<file path="src/rtl/pic_pkg.sv">
// Shared definitions for the PIC command sequencer: state encoding, command-word
// bit positions and the init-sequence successor rules.
package pic_pkg;

    typedef enum logic [2:0] {
        IDLE      = 3'd0,
        WAIT_ICW2 = 3'd1,
        WAIT_ICW3 = 3'd2,
        WAIT_ICW4 = 3'd3,
        READY     = 3'd4
    } pic_state_e;

    localparam int ICW1_IC4_BIT  = 0;
    localparam int ICW1_SNGL_BIT = 1;
    localparam int ICW1_FLAG_BIT = 4;
    localparam int OCW_SEL_BIT   = 3;
    localparam int OCW3_RIS_BIT  = 0;
    localparam int OCW3_RR_BIT   = 1;
    localparam int OCW3_SMM_BIT  = 5;
    localparam int OCW3_ESMM_BIT = 6;

    // Cascade mode (SNGL=0) needs ICW3; IC4 decides whether ICW4 follows.
    function automatic pic_state_e next_after_icw2(input logic [7:0] icw1);
        if (!icw1[ICW1_SNGL_BIT]) begin
            return WAIT_ICW3;
        end else if (icw1[ICW1_IC4_BIT]) begin
            return WAIT_ICW4;
        end else begin
            return READY;
        end
    endfunction

    function automatic pic_state_e next_after_icw3(input logic [7:0] icw1);
        if (icw1[ICW1_IC4_BIT]) begin
            return WAIT_ICW4;
        end else begin
            return READY;
        end
    endfunction

endpackage

</file>
<file path="src/rtl/pic_wr_edge.sv">
// Write-strobe falling-edge detector: one accept pulse per CS-qualified WR strobe.
// A strobe already low when reset releases is never accepted.
module pic_wr_edge (
    input  logic clk_i,
    input  logic reset_i,
    input  logic cs_n_i,
    input  logic wr_n_i,
    output logic accept_o
);

    logic wr_q;
    logic armed_q;

    // Track previous WR; arm only after WR has been seen high since reset.
    always_ff @(posedge clk_i) begin
        if (reset_i) begin
            wr_q    <= 1'b1;
            armed_q <= 1'b0;
        end else begin
            wr_q    <= wr_n_i;
            armed_q <= armed_q | wr_n_i;
        end
    end

    assign accept_o = armed_q & wr_q & ~wr_n_i & ~cs_n_i;

endmodule

</file>
<file path="src/rtl/pic_cmd_seq.sv">
// PIC command-word sequencer: ICW1..ICW4 init sequence, OCW1..OCW3 capture in READY.
// Optional register readback is enabled by defining PIC_READBACK_EN.
module pic_cmd_seq
    import pic_pkg::*;
#(
    parameter int                  NUM_IRQ   = 8,
    parameter logic [NUM_IRQ-1:0]  IMR_RESET = '1
) (
    input  logic               clk,
    input  logic               reset,
    input  logic [7:0]         globalBus,
    input  logic               A0,
    input  logic               CS,
    input  logic               WR,
    input  logic               RD,
    input  logic [NUM_IRQ-1:0] irr,
    input  logic [NUM_IRQ-1:0] isr,
    output logic [7:0]         ICW1,
    output logic [7:0]         ICW2,
    output logic [7:0]         ICW3,
    output logic [7:0]         ICW4,
    output logic [7:0]         OCW2,
    output logic [7:0]         OCW3,
    output logic [NUM_IRQ-1:0] imr,
    output logic [2:0]         initState,
    output logic               initDone,
    output logic               readIsr,
    output logic               specialMask,
    output logic               ocw2Stb,
    output logic               icw1Stb,
    output logic [7:0]         dataOut,
    output logic               dataOutEn
);

    logic               accept_s;
    pic_state_e         state_q, state_d;
    logic [7:0]         icw1_q, icw1_d, icw2_q, icw2_d, icw3_q, icw3_d, icw4_q, icw4_d;
    logic [7:0]         ocw2_q, ocw2_d, ocw3_q, ocw3_d;
    logic [NUM_IRQ-1:0] imr_q, imr_d;
    logic               read_isr_q, read_isr_d, smask_q, smask_d;
    logic               ocw2_stb_q, ocw2_stb_d, icw1_stb_q, icw1_stb_d;

    pic_wr_edge u_wr_edge (
        .clk_i    (clk),
        .reset_i  (reset),
        .cs_n_i   (CS),
        .wr_n_i   (WR),
        .accept_o (accept_s)
    );

    // Decode an accepted write into next register contents and sequencer state.
    always_comb begin
        state_d    = state_q;
        icw1_d     = icw1_q;
        icw2_d     = icw2_q;
        icw3_d     = icw3_q;
        icw4_d     = icw4_q;
        ocw2_d     = ocw2_q;
        ocw3_d     = ocw3_q;
        imr_d      = imr_q;
        read_isr_d = read_isr_q;
        smask_d    = smask_q;
        ocw2_stb_d = 1'b0;
        icw1_stb_d = 1'b0;
        if (accept_s && !A0 && globalBus[ICW1_FLAG_BIT]) begin
            // ICW1 restarts initialisation from any state.
            state_d    = WAIT_ICW2;
            icw1_d     = globalBus;
            icw2_d     = 8'h00;
            icw3_d     = 8'h00;
            icw4_d     = 8'h00;
            ocw2_d     = 8'h00;
            ocw3_d     = 8'h00;
            imr_d      = '0;
            read_isr_d = 1'b0;
            smask_d    = 1'b0;
            icw1_stb_d = 1'b1;
        end else if (accept_s) begin
            case (state_q)
                IDLE: begin
                    state_d = state_q;
                end
                WAIT_ICW2: begin
                    if (A0) begin
                        icw2_d  = globalBus;
                        state_d = next_after_icw2(icw1_q);
                    end else begin
                        state_d = state_q;
                    end
                end
                WAIT_ICW3: begin
                    if (A0) begin
                        icw3_d  = globalBus;
                        state_d = next_after_icw3(icw1_q);
                    end else begin
                        state_d = state_q;
                    end
                end
                WAIT_ICW4: begin
                    if (A0) begin
                        icw4_d  = globalBus;
                        state_d = READY;
                    end else begin
                        state_d = state_q;
                    end
                end
                READY: begin
                    if (A0) begin
                        imr_d = globalBus[NUM_IRQ-1:0];
                    end else if (!globalBus[OCW_SEL_BIT]) begin
                        ocw2_d     = globalBus;
                        ocw2_stb_d = 1'b1;
                    end else begin
                        ocw3_d = globalBus;
                        if (globalBus[OCW3_RR_BIT]) begin
                            read_isr_d = globalBus[OCW3_RIS_BIT];
                        end else begin
                            read_isr_d = read_isr_q;
                        end
                        if (globalBus[OCW3_ESMM_BIT]) begin
                            smask_d = globalBus[OCW3_SMM_BIT];
                        end else begin
                            smask_d = smask_q;
                        end
                    end
                end
                default: begin
                    state_d = IDLE;
                end
            endcase
        end else begin
            state_d = state_q;
        end
    end

    // Sequencer state and command-word registers.
    always_ff @(posedge clk) begin
        if (reset) begin
            state_q    <= IDLE;
            icw1_q     <= 8'h00;
            icw2_q     <= 8'h00;
            icw3_q     <= 8'h00;
            icw4_q     <= 8'h00;
            ocw2_q     <= 8'h00;
            ocw3_q     <= 8'h00;
            imr_q      <= IMR_RESET;
            read_isr_q <= 1'b0;
            smask_q    <= 1'b0;
            ocw2_stb_q <= 1'b0;
            icw1_stb_q <= 1'b0;
        end else begin
            state_q    <= state_d;
            icw1_q     <= icw1_d;
            icw2_q     <= icw2_d;
            icw3_q     <= icw3_d;
            icw4_q     <= icw4_d;
            ocw2_q     <= ocw2_d;
            ocw3_q     <= ocw3_d;
            imr_q      <= imr_d;
            read_isr_q <= read_isr_d;
            smask_q    <= smask_d;
            ocw2_stb_q <= ocw2_stb_d;
            icw1_stb_q <= icw1_stb_d;
        end
    end

    assign ICW1        = icw1_q;
    assign ICW2        = icw2_q;
    assign ICW3        = icw3_q;
    assign ICW4        = icw4_q;
    assign OCW2        = ocw2_q;
    assign OCW3        = ocw3_q;
    assign imr         = imr_q;
    assign initState   = state_q;
    assign initDone    = (state_q == READY);
    assign readIsr     = read_isr_q;
    assign specialMask = smask_q;
    assign ocw2Stb     = ocw2_stb_q;
    assign icw1Stb     = icw1_stb_q;

`ifdef PIC_READBACK_EN
    logic       rd_sel_s;
    logic [7:0] dout_d;
    logic [7:0] dout_q;
    logic       dout_en_q;

    // Select readback source; a simultaneous write suppresses the read.
    always_comb begin
        dout_d   = 8'h00;
        rd_sel_s = !CS && !RD && WR;
        if (rd_sel_s) begin
            if (A0) begin
                dout_d[NUM_IRQ-1:0] = imr_q;
            end else if (read_isr_q) begin
                dout_d[NUM_IRQ-1:0] = isr;
            end else begin
                dout_d[NUM_IRQ-1:0] = irr;
            end
        end else begin
            dout_d = 8'h00;
        end
    end

    // Readback data and drive enable, one clock after the read is sampled.
    always_ff @(posedge clk) begin
        if (reset) begin
            dout_q    <= 8'h00;
            dout_en_q <= 1'b0;
        end else begin
            dout_q    <= dout_d;
            dout_en_q <= rd_sel_s;
        end
    end

    assign dataOut   = dout_q;
    assign dataOutEn = dout_en_q;
`else
    logic unused_rb;
    assign unused_rb = ^{irr, isr, RD};
    assign dataOut   = 8'h00;
    assign dataOutEn = 1'b0;
`endif

endmodule

</file>
<file path="config.mk">
export PLATFORM = sky130hd
export DESIGN_NAME = pic_cmd_seq
export DESIGN_NICKNAME = d
export VERILOG_FILES = /design/src/rtl/pic_pkg.sv /design/src/rtl/pic_wr_edge.sv /design/src/rtl/pic_cmd_seq.sv
export SDC_FILE = /design/constraint.sdc
export NUM_CORES = 1
export LEC_CHECK = 0
export BUFFER_PORTS_ARGS = -buffer_cell sky130_fd_sc_hd__buf_2
export CAP_MARGIN = 5
export CELL_PAD_IN_SITES_DETAIL_PLACEMENT = 0
export CELL_PAD_IN_SITES_GLOBAL_PLACEMENT = 1
export CORE_MARGIN = 2
export CORE_UTILIZATION = 33
export CTS_BUF_LIST = sky130_fd_sc_hd__clkbuf_8
export DETAILED_ROUTE_END_ITERATION = 16
export PLACE_DENSITY = 0.82
export SLEW_MARGIN = 5
export SYNTH_ARGS = -nofsm -noshare
export SYNTH_HDL_FRONTEND = slang
export SYNTH_SLANG_ARGS = --single-unit
</file>
<file path="constraint.sdc">
create_clock -name clk -period 1.8 [get_ports clk]
set_input_delay 0.36 -clock clk [delete_from_list [all_inputs] [get_ports clk]]
set_output_delay 0.36 -clock clk [all_outputs]
set_load 0.005 [all_outputs]
</file>
[Yosys cells after proc, flatten, opt, wreduce, memory -nomap -nowiden]
Index checks and enable logic that the tools add are counted.
Cells by class
  add/sub/neg operators: 0
  $mul: 0
  divide/modulo/power cells: 0
  order comparisons: 0
  equal/unequal tests: 11
  shift-type cells: 0
  muxes and demuxes: 14
  bitwise gates (word level): 11
  reduce and logical (&&, ||, !) cells: 20
Operator list (number)
  two-way mux 8 bit: 4
  AND reduction 5 bit: 4
  two-way mux 3 bit: 5
  one-hot mux 3 bit (4 select lines): 1
  AND reduction 3 bit: 4
  inequality test 3 bit (second input constant): 3
  AND reduction 4 bit: 2
  inverter 1 bit: 7
  equality test 3 x 2 -> 1 bit (second input constant): 2
  inequality test 2 bit (second input constant): 3
  nonzero test 2 bit: 3
  OR reduction 5 bit: 1
  two-way mux 1 bit: 4
  OR reduction 2 bit: 2
  bitwise AND 1 bit: 3
  equality test 3 x 1 -> 1 bit (second input constant): 1
  equality test 3 bit (second input constant): 1
  logical NOT 3 bit: 1
  logical AND 1 bit: 2
  inequality test 2 x 1 -> 1 bit (second input constant): 1
  logical NOT 1 bit: 1
  bitwise OR 1 bit: 1
Storage, ports and cells
  bits in registers: 64
  latch bits: 0
  RAM bits: 0
  ROM bits: 0
  input port bits: 30
  memories kept: 0

[Longest topological paths before layout]
  depth in word-level cells: 7
  gate-level depth with buffers: 6

[Modules after synthesis]
Synthesis repeated with hierarchy kept, for this count alone.
Unflattened totals
  cells, all modules: 301
  area total of the unflattened synthesis: 2651.3 µm²
Modules (own cells, without submodules)
  pic_cmd_seq: times used 1, cells each 296, area an instance 2582.5 µm², seq. area each 1241.2 µm²
  pic_wr_edge: times used 1, cells each 5, area an instance 68.8 µm², seq. area each 40.0 µm²

[Worst setup path before layout]
OpenSTA, ideal clock, no wires.
  kind: register -> register
  from: register state_q[1] (netlist: initState[1])
  to: register ocw2_q[2] (netlist: OCW2[2])
  arrival time: 1.646 ns
  required time: 1.682 ns
  setup slack: 0.037 ns
  stages on the path, launching flop included: 6
  period minus slack after synthesis: 1.763 ns
  cells stage by stage: dfxtp_1 -> buf_6 -> or3b_4 -> nor4_4 -> mux2i_1 -> nor2_2
On the way
  word-level cells in the longest chain between the ends: 2
Ends and longest elaborated chain
  from (decl): RTL line pic_cmd_seq.sv:36  | pic_state_e state_q, state_d;
  from (signal assigned): RTL line pic_cmd_seq.sv:152  | state_q <= state_d;
  equality test 3 bit: RTL line pic_cmd_seq.sv:79  | case (state_q)
  AND reduction 4 bit (no source line)
  to (signal assigned): RTL line pic_cmd_seq.sv:157  | ocw2_q <= ocw2_d;
  to (decl): RTL line pic_cmd_seq.sv:38  | logic [7:0] ocw2_q, ocw2_d, ocw3_q, ocw3_d;
Every way passes these cells.
A chain may end at the register's enable or synchronous reset.

[Worst setup path in the final report]
  from: register state_q[1] (netlist: initState[1])
  to: output initDone
On the way
  word-level cells in the longest chain between the ends: 1
Ends and longest elaborated chain
  equality test 3 bit: RTL line pic_cmd_seq.sv:175  | assign initDone = (state_q == READY);
  to (decl): RTL line pic_cmd_seq.sv:26  | output logic initDone,
Every way passes these cells.

==> implementation parameters <==
Parameter                              Value

Pwr
  Power Density ... 834.1 nW/um^2
  Final total power ... 2.736 mW
  Leakage power summed over all cells ... 1.576 nW
  Maximum vdd drop ... 418.2 uV

Status
  Status ... completed

Global route
  Wire length of the first global-routing pass ... 9929 um
  Antenna violations before repair ... 0
  Global route total overflow ... 0
  Number of global-route vias before repair ... 1905
  Largest net degree at the start of global routing ... 28
  Overall routing resource usage ... 0.1542

Routing
  Routed wire length ... 6382 um
  Average vias per placed instance ... 4.585
  Antenna Violating Nets Remaining ... 0
  Number of DRC markers after the initial detailed-route iteration ... 111
  DR WL/cell ... 14.41 um
  Remaining DRCs ... 0
  DRT Pass-1 Iters ... 4
  Vias post-DR ... 2031

Clock tree
  Hold_buf cts ... 0
  CTS Buf Count ... 9
  Number of buffers on the longest clock path ... 2
  Number of H-tree levels ... 3
  Clock-pin transition on the worst setup and hold timing paths ... 0.07 ns
  Clk_lat worst skew ... 0.33 ns
  Cell at the root of the clock tree ... clkbuf_8
  TritonCTS Sinks ... 64
  Clock tree from TritonCTS ... yes

Worst setup path
  Maximum fanout along the worst path ... 3
  Critical path's largest stage delay ... 0.43 ns
  Standard cell with the maximum stage delay on the critical path ... or3b_4
  Critical Path AT ... 1.32 ns
  Setup crit start kind ... register
  Class of the most critical setup path ... reg -> out
  Element type at the critical path end ... primary output
  Required time at the endpoint of the critical path ... 1.44 ns
  Cells along the critical path ... or3b_4 > inv_1 > buf_2

Floorplanning
  Placeable core area ... 7607 um^2
  # IOs ... 103
  Initial cell density of the core ... 0.3349
  Total die area ... 8438 um^2
  Width of the chip ... 91.86 um
  Chip Height ... 91.86 um
  Std cell rows ... 32

Final layout
  Net count of the finished layout ... 367
  Antenna fix cells ... 0
  Layout overhead on the synthesized area ... 28.78%
  Layout cells sized above 1 ... 0.3607
  Layout Cells excl Fill ... 443
  Post-route standard cell area excluding fillers ... 3281 um^2

Yosys
  Synth Cell Area ... 2547 um^2
  Sequential area share after synthesis ... 0.5029
  Mean cell area of the mapped netlist ... 9.951 um^2
  Top cells by area, synth ... dfxtp_1 50%, mux2i_1 15%, nor2_1 5.7%
  Count of flip-flops with a built-in enable after synthesis ... 0
  Post-synthesis async set-or-reset flop share ... 0
  Cell with the most instances after synthesis ... dfxtp_1
  Synthesis Warnings ... 0
  Top flip-flop cell by instance count after synthesis ... dfxtp_1
  Fraction of synthesized cell area taken by the top area cell type ... 0.5029
  Flip-flop and latch count after synthesis ... 64
  Number of instances in the synthesized netlist ... 256
  Synth top cells by count ... 64 x dfxtp_1, 39 x mux2i_1, 39 x nor2_1, 15 x nand2_1
  Synth unique cells ... 38
  Post-synth top area cell ... dfxtp_1

Placement
  Total placed instance area ... 3082 um^2
  Cell count after placement ... 427
  Placed wire-length estimate after detailed placement ... 4300 um
  Placer Congestion ... 0.7317
  Total of buffers placed on input and output ports ... 75

Worst hold path
  Min-delay worst type ... in -> reg

STA
  RSZ-0062 raised after global routing ... false
  Final critical-path share of the clock period ... 0.9354
  Clk_skew ... 0.004001 ns
  Time the worst path needs with I/O delays and setup ... 1.684 ns
  Number of hold violations in the final report ... 0
  Number of max-slew violations in the final report ... 0
  Fmax ... 0.5939 GHz
  Final Setup Violations ... 0

Job
  Max-Cap Viols ... 0
[cell type report]
type / count / area [um^2]
Tap cell: 102 / 127.6
Inverter: 1 / 3.754
Clock buffer: 10 / 137.6
Fill cell: 808 / 4327
Timing Repair Buffer: 92 / 553.0
Clock inverter: 5 / 48.80
Sequential cell: 64 / 1281
Multi-Input combinational cell: 169 / 1129
[state kept, by name (all words and copies together), names as in the netlist]
signal / cells
ICW1: 8
imr: 8
initState: 3
ocw2Stb: 1
u_wr_edge.armed_q: 1
ICW4: 8
OCW3: 8
icw1Stb: 1
OCW2: 7
ICW2: 8
ICW3: 8
specialMask: 1
u_wr_edge.wr_q: 1
readIsr: 1
[stage by stage]
stage | utilization | setup slack, ns | hold slack, ns | setup TNS, ns
after global placement | 0.4051 | -0.05124 | 0.4444 | -1.149
final | 0.4313 | 0.1163 | 0.2606 | 0
after detailed placement | 0.4051 | -0.07376 | 0.4477 | -1.416
after CTS | 0.4296 | 0.03505 | 0.2389 | 0
after floorplan | - | 0.03672 | 0.4468 | 0
after global routing | 0.4313 | 0.02291 | 0.2552 | 0
[power breakdown]
part	leakage [nW]	total, mW	switching [mW]	internal (mW)
clock network	0.103	1.18	0.523	0.657
logic	0.957	0.129	0.0854	0.0432
registers	0.516	1.43	0.00370	1.42
total	1.58	2.74	0.613	2.12
[worst paths after layout]
path / startpoint / to / slack, ns / depth (start not counted)
setup reg to reg: u_wr_edge.armed_q / imr[5] / 0.14 / 6
hold / removal: WR / u_wr_edge.wr_q / 0.26 / 2
setup / recovery: initState[1] / initDone / 0.12 / 3
hold reg to reg: ICW1[3] / ICW1[3] / 0.45 / 2
[worst max-delay path: cells and delay by family (launching register included)]
kind          cells  cell delay (ns)
buf+inv           2             0.26
flops             1             0.31
simple gates      1             0.43
[routing by layer]
metal | GRT usage | wire [um]
met5 | 0 | 0
met3 | 0.04766 | 329
met1 | 0.2017 | 3041
met4 | 0.05970 | 51
met2 | 0.2384 | 2959
[logic make-up after synthesis]
family          count (synthesis)  synth area share
other cells                     1          0.001472
buf+inv                        32           0.07023
flops                          64            0.5029
simple gates                   92            0.1955
compound gates                 28           0.07663
mux                            39            0.1532
[what timing repair did]
action	in CTS	in global routing
buffers inserted	0	1
resized for setup	0	1
hold endpoints to repair	0	0
endpoints found under the setup margin	0	43
[placed cells by master (no fill, tap or decap), types with 3 or more instances in the layout]
cell,count
buf_12,4
nand2_1,15
buf_4,13
nor2_1,39
clkinv_2,3
mux2i_1,39
buf_2,75
and3_1,9
a21oi_1,11
dfxtp_1,64
clkbuf_8,10
conb_1,10
nor2_2,7
a211o_1,8
(Power assumes the default switching activity.)
